$ cat src/rtl/eth_frame_parser.sv
// eth_frame_parser: splits a byte-wide AXI-Stream Ethernet frame into a
// registered header (dest MAC, src MAC, EtherType) and a payload stream.
// Optional feature: define ETH_FRAME_PARSER_TYPE_FILTER_EN to drop every
// frame whose EtherType is neither IPv4 (0x0800) nor ARP (0x0806).
module eth_frame_parser #(
    parameter int DATA_WIDTH = 8
) (
    input  logic                  clk,
    input  logic                  rst,
    input  logic [DATA_WIDTH-1:0] s_axis_tdata,
    input  logic                  s_axis_tvalid,
    input  logic                  s_axis_tlast,
    input  logic                  s_axis_tuser,
    output logic                  s_axis_tready,
    output logic                  m_eth_hdr_valid,
    input  logic                  m_eth_hdr_ready,
    output logic [47:0]           m_eth_dest_mac,
    output logic [47:0]           m_eth_src_mac,
    output logic [15:0]           m_eth_type,
    output logic [DATA_WIDTH-1:0] m_eth_payload_axis_tdata,
    output logic                  m_eth_payload_axis_tkeep,
    output logic                  m_eth_payload_axis_tvalid,
    output logic                  m_eth_payload_axis_tlast,
    output logic                  m_eth_payload_axis_tuser,
    input  logic                  m_eth_payload_axis_tready,
    output logic                  busy,
    output logic                  error_header_early_termination,
    output logic                  filtered_frame
);

    typedef enum logic [1:0] {IDLE, HEADER, PAYLOAD, DROP} state_t;

    state_t                  state_q, state_d;
    logic [3:0]              cnt_q, cnt_d;
    logic [111:0]            hdr_q, hdr_d;
    logic                    hv_q, hv_d;
    logic                    pv_q, pv_d;
    logic [DATA_WIDTH-1:0]   pdata_q, pdata_d;
    logic                    plast_q, plast_d;
    logic                    puser_q, puser_d;
    logic                    useen_q, useen_d;
    logic                    err_q, err_d;
    logic                    filt_q, filt_d;
    logic                    accept;
    logic                    drop_type;
    logic [111:0]            hdr_next;

    // Header bytes arrive most-significant first, so each new byte shifts in at the bottom.
    assign hdr_next = {hdr_q[103:0], s_axis_tdata[7:0]};
    assign accept   = s_axis_tvalid && s_axis_tready;

`ifdef ETH_FRAME_PARSER_TYPE_FILTER_EN
    assign drop_type = (hdr_next[15:0] != 16'h0800) && (hdr_next[15:0] != 16'h0806);
`else
    assign drop_type = 1'b0;
`endif

    // Input ready: held low in reset, blocked by a pending header, otherwise follows the output register.
    always_comb begin
        s_axis_tready = 1'b0;
        if (!rst) begin
            case (state_q)
                IDLE, HEADER: s_axis_tready = !hv_q;
                PAYLOAD:      s_axis_tready = m_eth_payload_axis_tready || !pv_q;
                DROP:         s_axis_tready = 1'b1;
                default:      s_axis_tready = 1'b0;
            endcase
        end
    end

    // Next-state and datapath control for the frame FSM.
    always_comb begin
        state_d = state_q;
        cnt_d   = cnt_q;
        hdr_d   = hdr_q;
        hv_d    = hv_q && !m_eth_hdr_ready;
        pv_d    = pv_q && !m_eth_payload_axis_tready;
        pdata_d = pdata_q;
        plast_d = plast_q;
        puser_d = puser_q;
        useen_d = useen_q;
        err_d   = 1'b0;
        filt_d  = 1'b0;
        case (state_q)
            IDLE: begin
                if (accept) begin
                    hdr_d   = hdr_next;
                    useen_d = s_axis_tuser;
                    if (s_axis_tlast) begin
                        err_d = 1'b1;
                    end else begin
                        cnt_d   = 4'd1;
                        state_d = HEADER;
                    end
                end
            end
            HEADER: begin
                if (accept) begin
                    hdr_d   = hdr_next;
                    useen_d = useen_q || s_axis_tuser;
                    if (s_axis_tlast) begin
                        err_d   = 1'b1;
                        cnt_d   = 4'd0;
                        state_d = IDLE;
                    end else if (cnt_q == 4'd13) begin
                        cnt_d = 4'd0;
                        if (drop_type) begin
                            state_d = DROP;
                        end else begin
                            hv_d    = 1'b1;
                            state_d = PAYLOAD;
                        end
                    end else begin
                        cnt_d = cnt_q + 4'd1;
                    end
                end
            end
            PAYLOAD: begin
                if (accept) begin
                    pv_d    = 1'b1;
                    pdata_d = s_axis_tdata;
                    plast_d = s_axis_tlast;
                    // A tuser seen in the header is reported on the frame's final payload byte.
                    puser_d = s_axis_tuser || (s_axis_tlast && useen_q);
                    if (s_axis_tlast) begin
                        useen_d = 1'b0;
                        state_d = IDLE;
                    end
                end
            end
            DROP: begin
                if (accept && s_axis_tlast) begin
                    filt_d  = 1'b1;
                    useen_d = 1'b0;
                    state_d = IDLE;
                end
            end
            default: state_d = IDLE;
        endcase
    end

    // State, header and payload registers; everything clears asynchronously so outputs drop at once.
    always_ff @(posedge clk or posedge rst) begin
        if (rst) begin
            state_q <= IDLE;
            cnt_q   <= 4'd0;
            hdr_q   <= '0;
            hv_q    <= 1'b0;
            pv_q    <= 1'b0;
            pdata_q <= '0;
            plast_q <= 1'b0;
            puser_q <= 1'b0;
            useen_q <= 1'b0;
            err_q   <= 1'b0;
            filt_q  <= 1'b0;
        end else begin
            state_q <= state_d;
            cnt_q   <= cnt_d;
            hdr_q   <= hdr_d;
            hv_q    <= hv_d;
            pv_q    <= pv_d;
            pdata_q <= pdata_d;
            plast_q <= plast_d;
            puser_q <= puser_d;
            useen_q <= useen_d;
            err_q   <= err_d;
            filt_q  <= filt_d;
        end
    end

    assign m_eth_hdr_valid                = hv_q;
    assign m_eth_dest_mac                 = hdr_q[111:64];
    assign m_eth_src_mac                  = hdr_q[63:16];
    assign m_eth_type                     = hdr_q[15:0];
    assign m_eth_payload_axis_tdata       = pdata_q;
    assign m_eth_payload_axis_tkeep       = 1'b1;
    assign m_eth_payload_axis_tvalid      = pv_q;
    assign m_eth_payload_axis_tlast       = plast_q;
    assign m_eth_payload_axis_tuser       = puser_q;
    assign busy                           = (state_q != IDLE);
    assign error_header_early_termination = err_q;
    assign filtered_frame                 = filt_q;

endmodule

$ cat config.mk
export PLATFORM = sky130hd
export DESIGN_NAME = eth_frame_parser
export DESIGN_NICKNAME = d
export VERILOG_FILES = /design/src/rtl/eth_frame_parser.sv
export SDC_FILE = /design/constraint.sdc
export NUM_CORES = 1
export LEC_CHECK = 0
export CAP_MARGIN = 40
export CORE_ASPECT_RATIO = 0.9
export CORE_UTILIZATION = 30
export CTS_CLUSTER_DIAMETER = 120
export CTS_CLUSTER_SIZE = 28
export DETAILED_ROUTE_END_ITERATION = 6
export PLACE_DENSITY = 0.56
export SYNTH_ARGS = -nofsm -noshare
export SYNTH_HDL_FRONTEND = slang
export SYNTH_SLANG_ARGS = --single-unit
$ cat constraint.sdc
create_clock -name clk -period 18.23 [get_ports clk]
set_clock_uncertainty 0.05 [all_clocks]
set_input_delay 4.5575 -clock clk [delete_from_list [all_inputs] [get_ports clk]]
set_output_delay 4.5575 -clock clk [all_outputs]
set_load 0.02 [all_outputs]
# Word level (Yosys, flattened, before mapping)
# Index checks and enable logic that the tools add are counted.
# op_classes
add_sub_neg	1
n_eq_ne	11
muxes	34
n_reduce_logical	21
# ops
op	count
$mux W4	5
$mux W1	17
$mux W2	8
$ne A2 B2 Y1 const B	6
$pmux W2 S4	1
$pmux W4 S2	1
$reduce_and A7 Y1	1
$logic_and A1 B1 Y1	5
$reduce_and A5 Y1	1
$add A4 B1 Y4 const B	1
$eq A2 B2 Y1 const B	2
$eq A4 B4 Y1 const B	1
$logic_not A1 Y1	4
$pmux W1 S4	1
$reduce_and A2 Y1	2
$reduce_and A4 Y1	1
$reduce_bool A2 Y1	2
$logic_or A1 B1 Y1	3
$ne A3 B3 Y1 const B	1
$pmux W1 S3	1
$eq A2 B1 Y1 const B	1
$logic_not A2 Y1	1
$reduce_or A2 Y1	1
# totals
reg_bits	133
input_bits	15
elab_cells	78

# Longest topological paths before layout
# Gate-level depths: netlist of the first run.
# depth
word_depth	8
ltp_mapped	6
mapped_depth_nobuf	5

# Worst setup path before layout of the first run
# OpenSTA, ideal clock, no wires.
# synth_path
kind	in2out
from	input rst
to	output s_axis_tready
arrival_time_ns	7.918
slack_ns	5.705
path_stages	2
path_buffers	0
cell_sequence	inv_1 and3_1
# synth_between
elab_chain_len	1
# synth_lines
element	line_no	rtl
start: declaration	9	input logic rst,
$mux W1	61	if (!rst) begin
end: declaration	14	output logic s_axis_tready,
# No other way between the ends.

# Final worst setup path of the first run
# Ends and elaborated chain as after synthesis.

==> summary.md, run 1 <==
| Metric | Value |
|---|---|
| Dpl ws | 7.13 ns |
| IO Port Bufs | 142 |
| Final-report hold violation count | 0 |
| Post-layout instance area | 0.00741 mm2 |
| Sink Count | 133 |
| Slowest CP cell | sky130_fd_sc_hd__clkdlybuf4s50_1 |
| Number of antenna violations at the first check in global routing | 0 |
| Most common cell on crit path | sky130_fd_sc_hd__clkdlybuf4s50_1 |
| Static power due to leakage | 3.20 nW |
| Num ports | 144 |
| Die X | 141 um |
| Worst Path Required | 13.62 ns |
| Wire length reported by the detailed router | 11.0 mm |
| Syn Nets | 342 |
| Top routing layer in use | met4 |
| Vias per cell | 4.41 |
| Number of remaining DRC errors | 0 |
| Largest fanout on the critical path | 66 |
| Setup repair after global routing missed its margin | false |
| Synth Register Bits | 133 |
| Final estimated routing congestion in global placement | 0.699 |
| Maximum root-to-sink buffer count | 2 |
| Synthesized area per cell | 16.1 um2 |
| Worst-path cell chain | clkdlybuf4s50_1 -> inv_6 -> and3_1 -> clkdlybuf4s50_1 |
| Count of flip-flops with a built-in enable after synthesis | 0 |
| Startpoint class of the critical path | primary input |
| Utilization after layout | 43.7% |
| Relative max-transition margin | 48.7% |
| N_diodes | 0 |
| Post-route total power | 1.31 mW |
| Total core area | 0.0169 mm2 |
| Die height | 127 um |
| Total number of yosys warnings | 0 |
| Final cell count without fillers | 719 |
| Number of pins exceeding their max-slew limit in the final report | 0 |
| Crit path DAT | 6.44 ns |
| Post-DP HPWL | 7.43 mm |
| Area of the mapped netlist | 0.00522 mm2 |
| Most common cell after layout, fill and taps aside | sky130_fd_sc_hd__clkdlybuf4s50_1 |
| Overall global routing resource usage | 13.3% |
| Count of unique library cells instantiated by Yosys | 33 |
| Number of rows in the core area | 45 |
| CTS-repair resized insts | 0 |
| Worst hold-check slack | 0.456 ns |
| Pwr dens | 177 mW/mm2 |
| Final critical path time including I/O delays and setup | 11.05 ns |
| Number of cells in the design after placement | 687 |
| Count of mapped cells out of synthesis | 325 |
| CTS Root Cell | sky130_fd_sc_hd__clkbuf_16 |
| Hold buffer count at cts | 0 |
| Met3 wire length | 995 um |
| Area added between synthesis and finish | 41.9% |
| Final layout net count | 488 |
| Worst voltage drop across the vdd grid | 0.0815 mV |
| TritonCTS buffer count | 17 |
| Metal2 WL | 4.86 mm |
| Initial DRC count | 170 |
| Maximum achievable frequency | 90.5 MHz |
| Wire length of the first global-routing pass | 18.3 mm |
| Maximum cell stage delay along the critical path | 0.60 ns |
| Buffer count from post-CTS setup fixing | 0 |
| Detailed-route wire length per cell | 15.3 um |
| Critical Setup Path Class | in2out |
| Most frequent cells in the layout | 142 x sky130_fd_sc_hd__clkdlybuf4s50_1, 133 x sky130_fd_sc_hd__dfrtp_1, 122 x sky130_fd_sc_hd__mux2_2, 17 x sky130_fd_sc_hd__clkbuf_16, 6 x sky130_fd_sc_hd__inv_1 |
| Detailed-route via count | 3172 |
| Final total negative setup slack | 0 ns |
| Sort of element at the end of the critical path | output port |
| Antenna-violating nets left | 0 |
| Ys async rst share | 100% |
| Post-route clock period utilization | 60.6% |
| Detailed-routing wirelength on met1 | 4.98 mm |
| Overflow left after global routing | 0 |
| Fraction of final layout cells sized beyond drive strength 1 | 33.3% |
| Run status | completed |
| Latest clock arrival within the worst-skew pair | 0.41 ns |
| Via count of the first global-routing pass | 3289 |
| Largest net degree at the start of global routing | 67 |
| Maximum Capacitance Violations | 0 |
| Top_reg_cell synth | sky130_fd_sc_hd__dfrtp_1 |
| Setup WS post-layout | 7.18 ns |
| Initial core utilization | 30.8% |
| First-pass detailed-route iteration total | 4 |
| Number of levels in the clock H-tree | 4 |
| Register clock-pin slew on the reported worst setup and hold paths | 0.06 ns |
| HP Class | reg2reg |
| Actual transition at the worst max-transition pin | 0.770 ns |
| Buffer and inverter count on the worst path | 3 |
| TritonCTS clock tree | built |
| Final-report setup violation count | 0 |
| Part of the Yosys area used for sequential elements | 63.7% |
| Crit path max-delay family | buffers and inverters |
| Total placed instance area | 0.00683 mm2 |
| Die area | 0.0179 mm2 |
path summary, 6_finish.rpt:
check / start / to / slack [ns] / depth (start not counted)
setup / recovery: rst / s_axis_tready / 7.18 / 4
hold / removal: m_eth_payload_axis_tdata[0] / m_eth_payload_axis_tdata[0] / 0.46 / 1
setup reg to reg: state_q[1] / hdr_q[105] / 15.42 / 4
hold reg to reg: m_eth_payload_axis_tdata[0] / m_eth_payload_axis_tdata[0] / 0.46 / 1
max in group asynchronous: rst / hdr_q[56] / 12.56 / 4
min in group asynchronous: rst / m_eth_hdr_valid / 4.64 / 2
worst reg2reg max path, delay by kind of cell (launching register included):
family | cells | cell delay [ns]
multiplexers | 1 | 0.46
AND/OR/NAND/NOR | 1 | 0.30
buffers and inverters | 2 | 1.40
flip-flops | 1 | 0.49
report_power, final:
group | switching (mW) | internal [mW]
Sequential | 0.0861 | 0.404
Clock | 0.127 | 0.208
Combinational | 0.222 | 0.262
flip-flops by register name (all words and copies together), names as in the netlist:
| signal | flops |
|---|---|
| m_eth_payload_axis_tlast | 1 |
| m_eth_payload_axis_tuser | 1 |
| state_q | 2 |
| m_eth_payload_axis_tdata | 8 |
| useen_q | 1 |
| hdr_q | 112 |
| error_header_early_termination | 1 |
| m_eth_payload_axis_tvalid | 1 |
| m_eth_hdr_valid | 1 |
| cnt_q | 4 |
| filtered_frame | 1 |
cell usage after synthesis, types with 2 or more instances:
master / n / area share, %
sky130_fd_sc_hd__a22o_1: 3 / 0.50
sky130_fd_sc_hd__inv_1: 7 / 0.50
sky130_fd_sc_hd__nor2_1: 2 / 0.14
sky130_fd_sc_hd__nand2_1: 2 / 0.14
sky130_fd_sc_hd__a21oi_1: 5 / 0.48
sky130_fd_sc_hd__o311ai_0: 2 / 0.34
sky130_fd_sc_hd__nand2b_1: 3 / 0.36
sky130_fd_sc_hd__ha_1: 2 / 0.48
sky130_fd_sc_hd__mux2_2: 122 / 26
sky130_fd_sc_hd__dfrtp_1: 133 / 64
sky130_fd_sc_hd__buf_6: 10 / 2.2
sky130_fd_sc_hd__and3_1: 3 / 0.36
sky130_fd_sc_hd__nor2b_1: 4 / 0.48
sky130_fd_sc_hd__clkbuf_1: 2 / 0.14
sky130_fd_sc_hd__buf_2: 3 / 0.29
sky130_fd_sc_hd__and2_1: 2 / 0.24
sky130_fd_sc_hd__buf_4: 4 / 0.58
metal layers:
metal / vias to the layer above / global-route usage (%)
met5: - / 0
met4: 0 / 4.60
met1: 1613 / 17.2
li1: 1451 / -
met2: 97 / 18.8
met3: 11 / 7.05
kinds of logic after synthesis:
logic type	synth area share (%)
AOI/OAI and AO/OA	2.35
adders and majority gates	0.479
DFF	63.7
and+or+nand+nor	3.19
muxes	26.5
buffers and inverters	3.67
other	0.0718
final cells by class:
class                   count  area [um2]
flip-flops and latches    133        3330
fillers                  1537        9540
clock buffers              20         457
inverters                   7        31.3
repair buffers            146        1470
multi-input cells         166        1700
clock inverters            12         128
well taps                 235         294
Note: power is estimated with default switching activity, not from simulation.
==> run 2, diff against run 1 <==
Clock period 18.23 ns to 10.6 ns, I/O delays scaled along.
==> summary.md, run 2 (synthesis gave the netlist of run 1 again) <==
| Metric | Value |
|---|---|
| Initial DRC count | 129 |
| Post-DP HPWL | 7.37 mm |
| Number of levels in the clock H-tree | 4 |
| Final total negative setup slack | 0 ns |
| Final estimated routing congestion in global placement | 0.699 |
| Setup repair after global routing missed its margin | false |
| Pwr dens | 308 mW/mm2 |
| Number of rows in the core area | 45 |
| Flip-flop count of the largest register after layout | 112 |
| Critical Setup Path Class | in2out |
| Maximum achievable frequency | 138 MHz |
| TritonCTS clock tree | built |
| Antenna-violating nets left | 0 |
| Wire length reported by the detailed router | 10.9 mm |
| Crit path DAT | 4.54 ns |
| Total core area | 0.0169 mm2 |
| Num ports | 144 |
| Final layout net count | 488 |
| Overall global routing resource usage | 13.3% |
| Relative max-transition margin | 48.5% |
| Number of pins exceeding their max-slew limit in the final report | 0 |
| CTS-repair resized insts | 0 |
| Number of remaining DRC errors | 0 |
| Largest fanout on the critical path | 66 |
| Most frequent cells in the layout | 142 x sky130_fd_sc_hd__clkdlybuf4s50_1, 133 x sky130_fd_sc_hd__dfrtp_1, 122 x sky130_fd_sc_hd__mux2_2, 17 x sky130_fd_sc_hd__clkbuf_16, 6 x sky130_fd_sc_hd__inv_1 |
| Utilization after layout | 44.0% |
| Number of cells in the design after placement | 687 |
| Area added between synthesis and finish | 42.8% |
| Vias per cell | 4.43 |
| Largest net degree at the start of global routing | 67 |
| Die X | 141 um |
| Initial core utilization | 30.8% |
| Register clock-pin slew on the reported worst setup and hold paths | 0.06 ns |
| Detailed-route via count | 3186 |
| Sort of element at the end of the critical path | output port |
| Detailed-route wire length per cell | 15.2 um |
| Setup WS post-layout | 3.36 ns |
| Via count of the first global-routing pass | 3314 |
| Maximum Capacitance Violations | 0 |
| Final critical path time including I/O delays and setup | 7.24 ns |
| Overflow left after global routing | 0 |
| N_diodes | 0 |
| Sink Count | 133 |
| Worst Path Required | 7.90 ns |
| Hold buffer count at cts | 0 |
| Maximum root-to-sink buffer count | 2 |
| Post-route clock period utilization | 68.3% |
| Number of antenna violations at the first check in global routing | 0 |
| TritonCTS buffer count | 17 |
| Worst-path cell chain | clkdlybuf4s50_1 -> inv_6 -> and3_1 -> clkdlybuf4s50_1 |
| Final cell count without fillers | 719 |
| Slowest CP cell | sky130_fd_sc_hd__clkdlybuf4s50_1 |
| Most common cell after layout, fill and taps aside | sky130_fd_sc_hd__clkdlybuf4s50_1 |
| Worst voltage drop across the vdd grid | 0.131 mV |
| IO Port Bufs | 142 |
| First-pass detailed-route iteration total | 4 |
| Latest clock arrival within the worst-skew pair | 0.41 ns |
| Most common cell on crit path | sky130_fd_sc_hd__clkdlybuf4s50_1 |
| Fraction of final layout cells sized beyond drive strength 1 | 33.3% |
| Actual transition at the worst max-transition pin | 0.773 ns |
| Wire length of the first global-routing pass | 18.4 mm |
| HP Class | reg2reg |
| Startpoint class of the critical path | primary input |
| Die area | 0.0179 mm2 |
| Final-report hold violation count | 0 |
| Largest reg by FF count | hdr_q |
| Buffer count from post-CTS setup fixing | 0 |
| Dpl ws | 3.31 ns |
| Run status | completed |
| Final-report setup violation count | 0 |
| Static power due to leakage | 3.22 nW |
| Maximum cell stage delay along the critical path | 0.61 ns |
| Die height | 127 um |
| CTS Root Cell | sky130_fd_sc_hd__clkbuf_16 |
-- run 2: cell count changes in the layout (fill, tap and decap cells not counted) --
| cell | before | now |
|---|---|---|
| sky130_fd_sc_hd__bufinv_16 | 2 | 4 |
| sky130_fd_sc_hd__clkinv_4 | 1 | 2 |
| sky130_fd_sc_hd__clkinv_2 | 4 | 2 |
| sky130_fd_sc_hd__clkinvlp_4 | 4 | 2 |
| sky130_fd_sc_hd__inv_8 | 0 | 1 |
| sky130_fd_sc_hd__inv_6 | 2 | 4 |
| sky130_fd_sc_hd__clkbuf_8 | 2 | 0 |
-- run 2: stage by stage --
stage / instance area, um2 / hold WS (ns) / total power, mW
floorplan: 5220 / 0.416 / 1.24
global placement: 6800 / 0.439 / 1.68
detailed placement: 6830 / 0.442 / 1.69
CTS: 7460 / 0.460 / 2.34
global route: 7460 / 0.467 / 2.43
finish: 7460 / 0.455 / 2.30
-- run 2: area by class of cell --
| class | count | area, um2 |
|---|---|---|
| repair buffers | 146 | 1470 |
| inverters | 7 | 31.3 |
| fillers | 1553 | 9490 |
| clock inverters | 14 | 200 |
| flip-flops and latches | 133 | 3330 |
| well taps | 235 | 294 |
| clock buffers | 18 | 429 |
| multi-input cells | 166 | 1700 |
-- run 2: final timing paths --
| kind | depth (start not counted) | slack (ns) | startpoint | to |
|---|---|---|---|---|
| setup / recovery | 4 | 3.36 | rst | s_axis_tready |
| hold / removal | 1 | 0.46 | m_eth_payload_axis_tdata[0] | m_eth_payload_axis_tdata[0] |
| setup reg to reg | 4 | 7.77 | state_q[1] | hdr_q[82] |
| hold reg to reg | 1 | 0.46 | m_eth_payload_axis_tdata[0] | m_eth_payload_axis_tdata[0] |
| max in group asynchronous | 4 | 6.83 | rst | hdr_q[35] |
| min in group asynchronous | 2 | 2.74 | rst | m_eth_hdr_valid |
-- run 2: routing by layer --
metal | global-route usage, % | wire length (um)
met5 | 0 | 0
met4 | 3.90 | 83
met3 | 7.16 | 1010
met2 | 19.2 | 4910
met1 | 17.1 | 4920
-- run 2: where the power goes --
group          internal (mW)  leakage [nW]  switching (mW)
clock network          0.397         0.303           0.226
logic                  0.451          1.26           0.382
registers              0.694          1.66           0.147
-- run 2: critical path, delay by kind of cell --
family | cells | cell delay, ns
buffers and inverters | 3 | 1.61
and+or+nand+nor | 1 | 0.25
==> run 3, diff against run 2 <==
Settings changed: PLACE_DENSITY 0.56 to 0.58.
Clock period 10.6 ns to 6.5 ns, I/O delays scaled along.
==> summary.md, run 3 (synthesis gave the netlist of run 1 again) <==
| Metric | Value |
|---|---|
| Actual transition at the worst max-transition pin | 0.853 ns |
| Die area | 0.0179 mm2 |
| Die X | 141 um |
| Most frequent cells in the layout | 142 x sky130_fd_sc_hd__clkdlybuf4s50_1, 133 x sky130_fd_sc_hd__dfrtp_1, 122 x sky130_fd_sc_hd__mux2_2, 17 x sky130_fd_sc_hd__clkbuf_16, 6 x sky130_fd_sc_hd__inv_1 |
| Final critical path time including I/O delays and setup | 4.99 ns |
| Maximum cell stage delay along the critical path | 0.55 ns |
| Worst voltage drop across the vdd grid | 0.247 mV |
| Number of cells in the design after placement | 688 |
| Vias per cell | 4.45 |
| Largest net degree at the start of global routing | 70 |
| Post-DP HPWL | 7.47 mm |
| Wire length reported by the detailed router | 11.1 mm |
| Worst R2R Path Depth | 4 |
| Largest fanout on the critical path | 4 |
| Utilization after layout | 43.6% |
| Pwr dens | 492 mW/mm2 |
| Total core area | 0.0169 mm2 |
| Maximum root-to-sink buffer count | 2 |
| Number of remaining DRC errors | 0 |
| Overall global routing resource usage | 13.3% |
| TritonCTS buffer count | 17 |
| Register clock-pin slew on the reported worst setup and hold paths | 0.05 ns |
| Final estimated routing congestion in global placement | 0.722 |
| Final-report setup violation count | 0 |
| Buffer count from post-CTS setup fixing | 0 |
| Worst hold-check slack | 0.451 ns |
| Buffer and inverter count on the worst path | 2 |
| Startpoint class of the critical path | primary input |
| Count of cell instances traversed by the critical path | 4 |
| Post-route clock period utilization | 76.8% |
| Dpl ws | 1.51 ns |
| Crit path DAT | 3.32 ns |
| Initial core utilization | 30.8% |
| Detailed-route wire length per cell | 15.5 um |
| Maximum Capacitance Violations | 0 |
| CTS Root Cell | sky130_fd_sc_hd__clkbuf_16 |
| Slowest CP cell | sky130_fd_sc_hd__clkdlybuf4s50_1 |
| Static power due to leakage | 3.19 nW |
| Number of antenna violations at the first check in global routing | 0 |
| Sort of element at the end of the critical path | output port |
| Number of rows in the core area | 45 |
| Initial DRC count | 138 |
| Hold buffer count at cts | 0 |
| Die height | 127 um |
| Cells on Worst Hold Path | 1 |
| Final-report hold violation count | 0 |
| N_diodes | 0 |
| Critical Setup Path Class | in2out |
| Number of pins exceeding their max-slew limit in the final report | 0 |
| Fill cell total of the finished layout | 1521 |
| Antenna-violating nets left | 0 |
| Number of levels in the clock H-tree | 4 |
| Setup repair after global routing missed its margin | false |
| Fraction of final layout cells sized beyond drive strength 1 | 33.1% |
| TritonCTS clock tree | built |
| CTS-repair resized insts | 0 |
| First-pass detailed-route iteration total | 4 |
| Area added between synthesis and finish | 41.6% |
| Latest clock arrival within the worst-skew pair | 0.41 ns |
| Most common cell after layout, fill and taps aside | sky130_fd_sc_hd__clkdlybuf4s50_1 |
| Most common cell on crit path | sky130_fd_sc_hd__clkdlybuf4s50_1 |
| Flip-flop count of the largest register after layout | 112 |
| Final layout net count | 489 |
| HP Class | reg2reg |
| Detailed-route via count | 3201 |
| Sink Count | 133 |
| Wire length of the first global-routing pass | 18.3 mm |
| Worst-path cell chain | clkdlybuf4s50_1 -> or4bb_1 -> and3_1 -> clkdlybuf4s50_1 |
| Setup WS post-layout | 1.51 ns |
| Final total negative setup slack | 0 ns |
| Run status | completed |
| Largest reg by FF count | hdr_q |
| Via count of the first global-routing pass | 3364 |
| Final cell count without fillers | 719 |
| Maximum achievable frequency | 200 MHz |
| Overflow left after global routing | 0 |
| Worst Path Required | 4.83 ns |
| Relative max-transition margin | 43.1% |
| Num ports | 144 |
| IO Port Bufs | 142 |
| Crit path max-delay family | buffers and inverters |
run 3: changes by cell type in the layout (fill, tap and decap cells not counted), moves of 2 or more:
cell and change:
sky130_fd_sc_hd__bufinv_16 -3, sky130_fd_sc_hd__clkbuf_8 +4, sky130_fd_sc_hd__clkinv_4 -2, sky130_fd_sc_hd__clkinvlp_4 +3
sky130_fd_sc_hd__inv_6 -4
run 3: path summary, 6_finish.rpt:
path / end / from / slack, ns
min: useen_q / useen_q / 0.45
min reg2reg: useen_q / useen_q / 0.45
min in group asynchronous: hdr_q[3] / rst / 1.74
max reg2reg: cnt_q[3] / state_q[1] / 4.21
max in group asynchronous: m_eth_hdr_valid / rst / 3.21
max: s_axis_tready / m_eth_payload_axis_tready / 1.51
run 3: metrics by stage:
| stage | area, um2 | power (mW) |
|---|---|---|
| finish | 7400 | 3.64 |
| global route | 7400 | 3.85 |
| CTS | 7400 | 3.70 |
| detailed placement | 6830 | 2.76 |
| global placement | 6810 | 2.74 |
| floorplan | 5230 | 2.02 |
run 3: per-layer routing:
metal	track usage, %	share of wire [%]
met2	20.3	46
met5	0	0
met3	6.56	8.5
met4	5.05	1.2
met1	16.2	45
run 3: where the power goes:
group	leakage [nW]	internal (mW)	total (mW)	switching (mW)
sequential	1.66	1.13	1.37	0.239
combinational	1.26	0.736	1.36	0.626
clock	0.267	0.562	0.908	0.346
total	3.19	2.43	3.64	1.21
run 3: final cells by class:
| cell class | instances | area [um2] | share of cell area [%] |
|---|---|---|---|
| clock buffer | 23 | 488 | 6.60 |
| clock inverter | 8 | 75.1 | 1.02 |
| inverter | 7 | 30.0 | 0.406 |
| multi-input combinational | 166 | 1700 | 23.0 |
| sequential | 133 | 3330 | 45.0 |
| tap | 235 | 294 | 3.98 |
| timing repair buffer | 147 | 1480 | 20.0 |
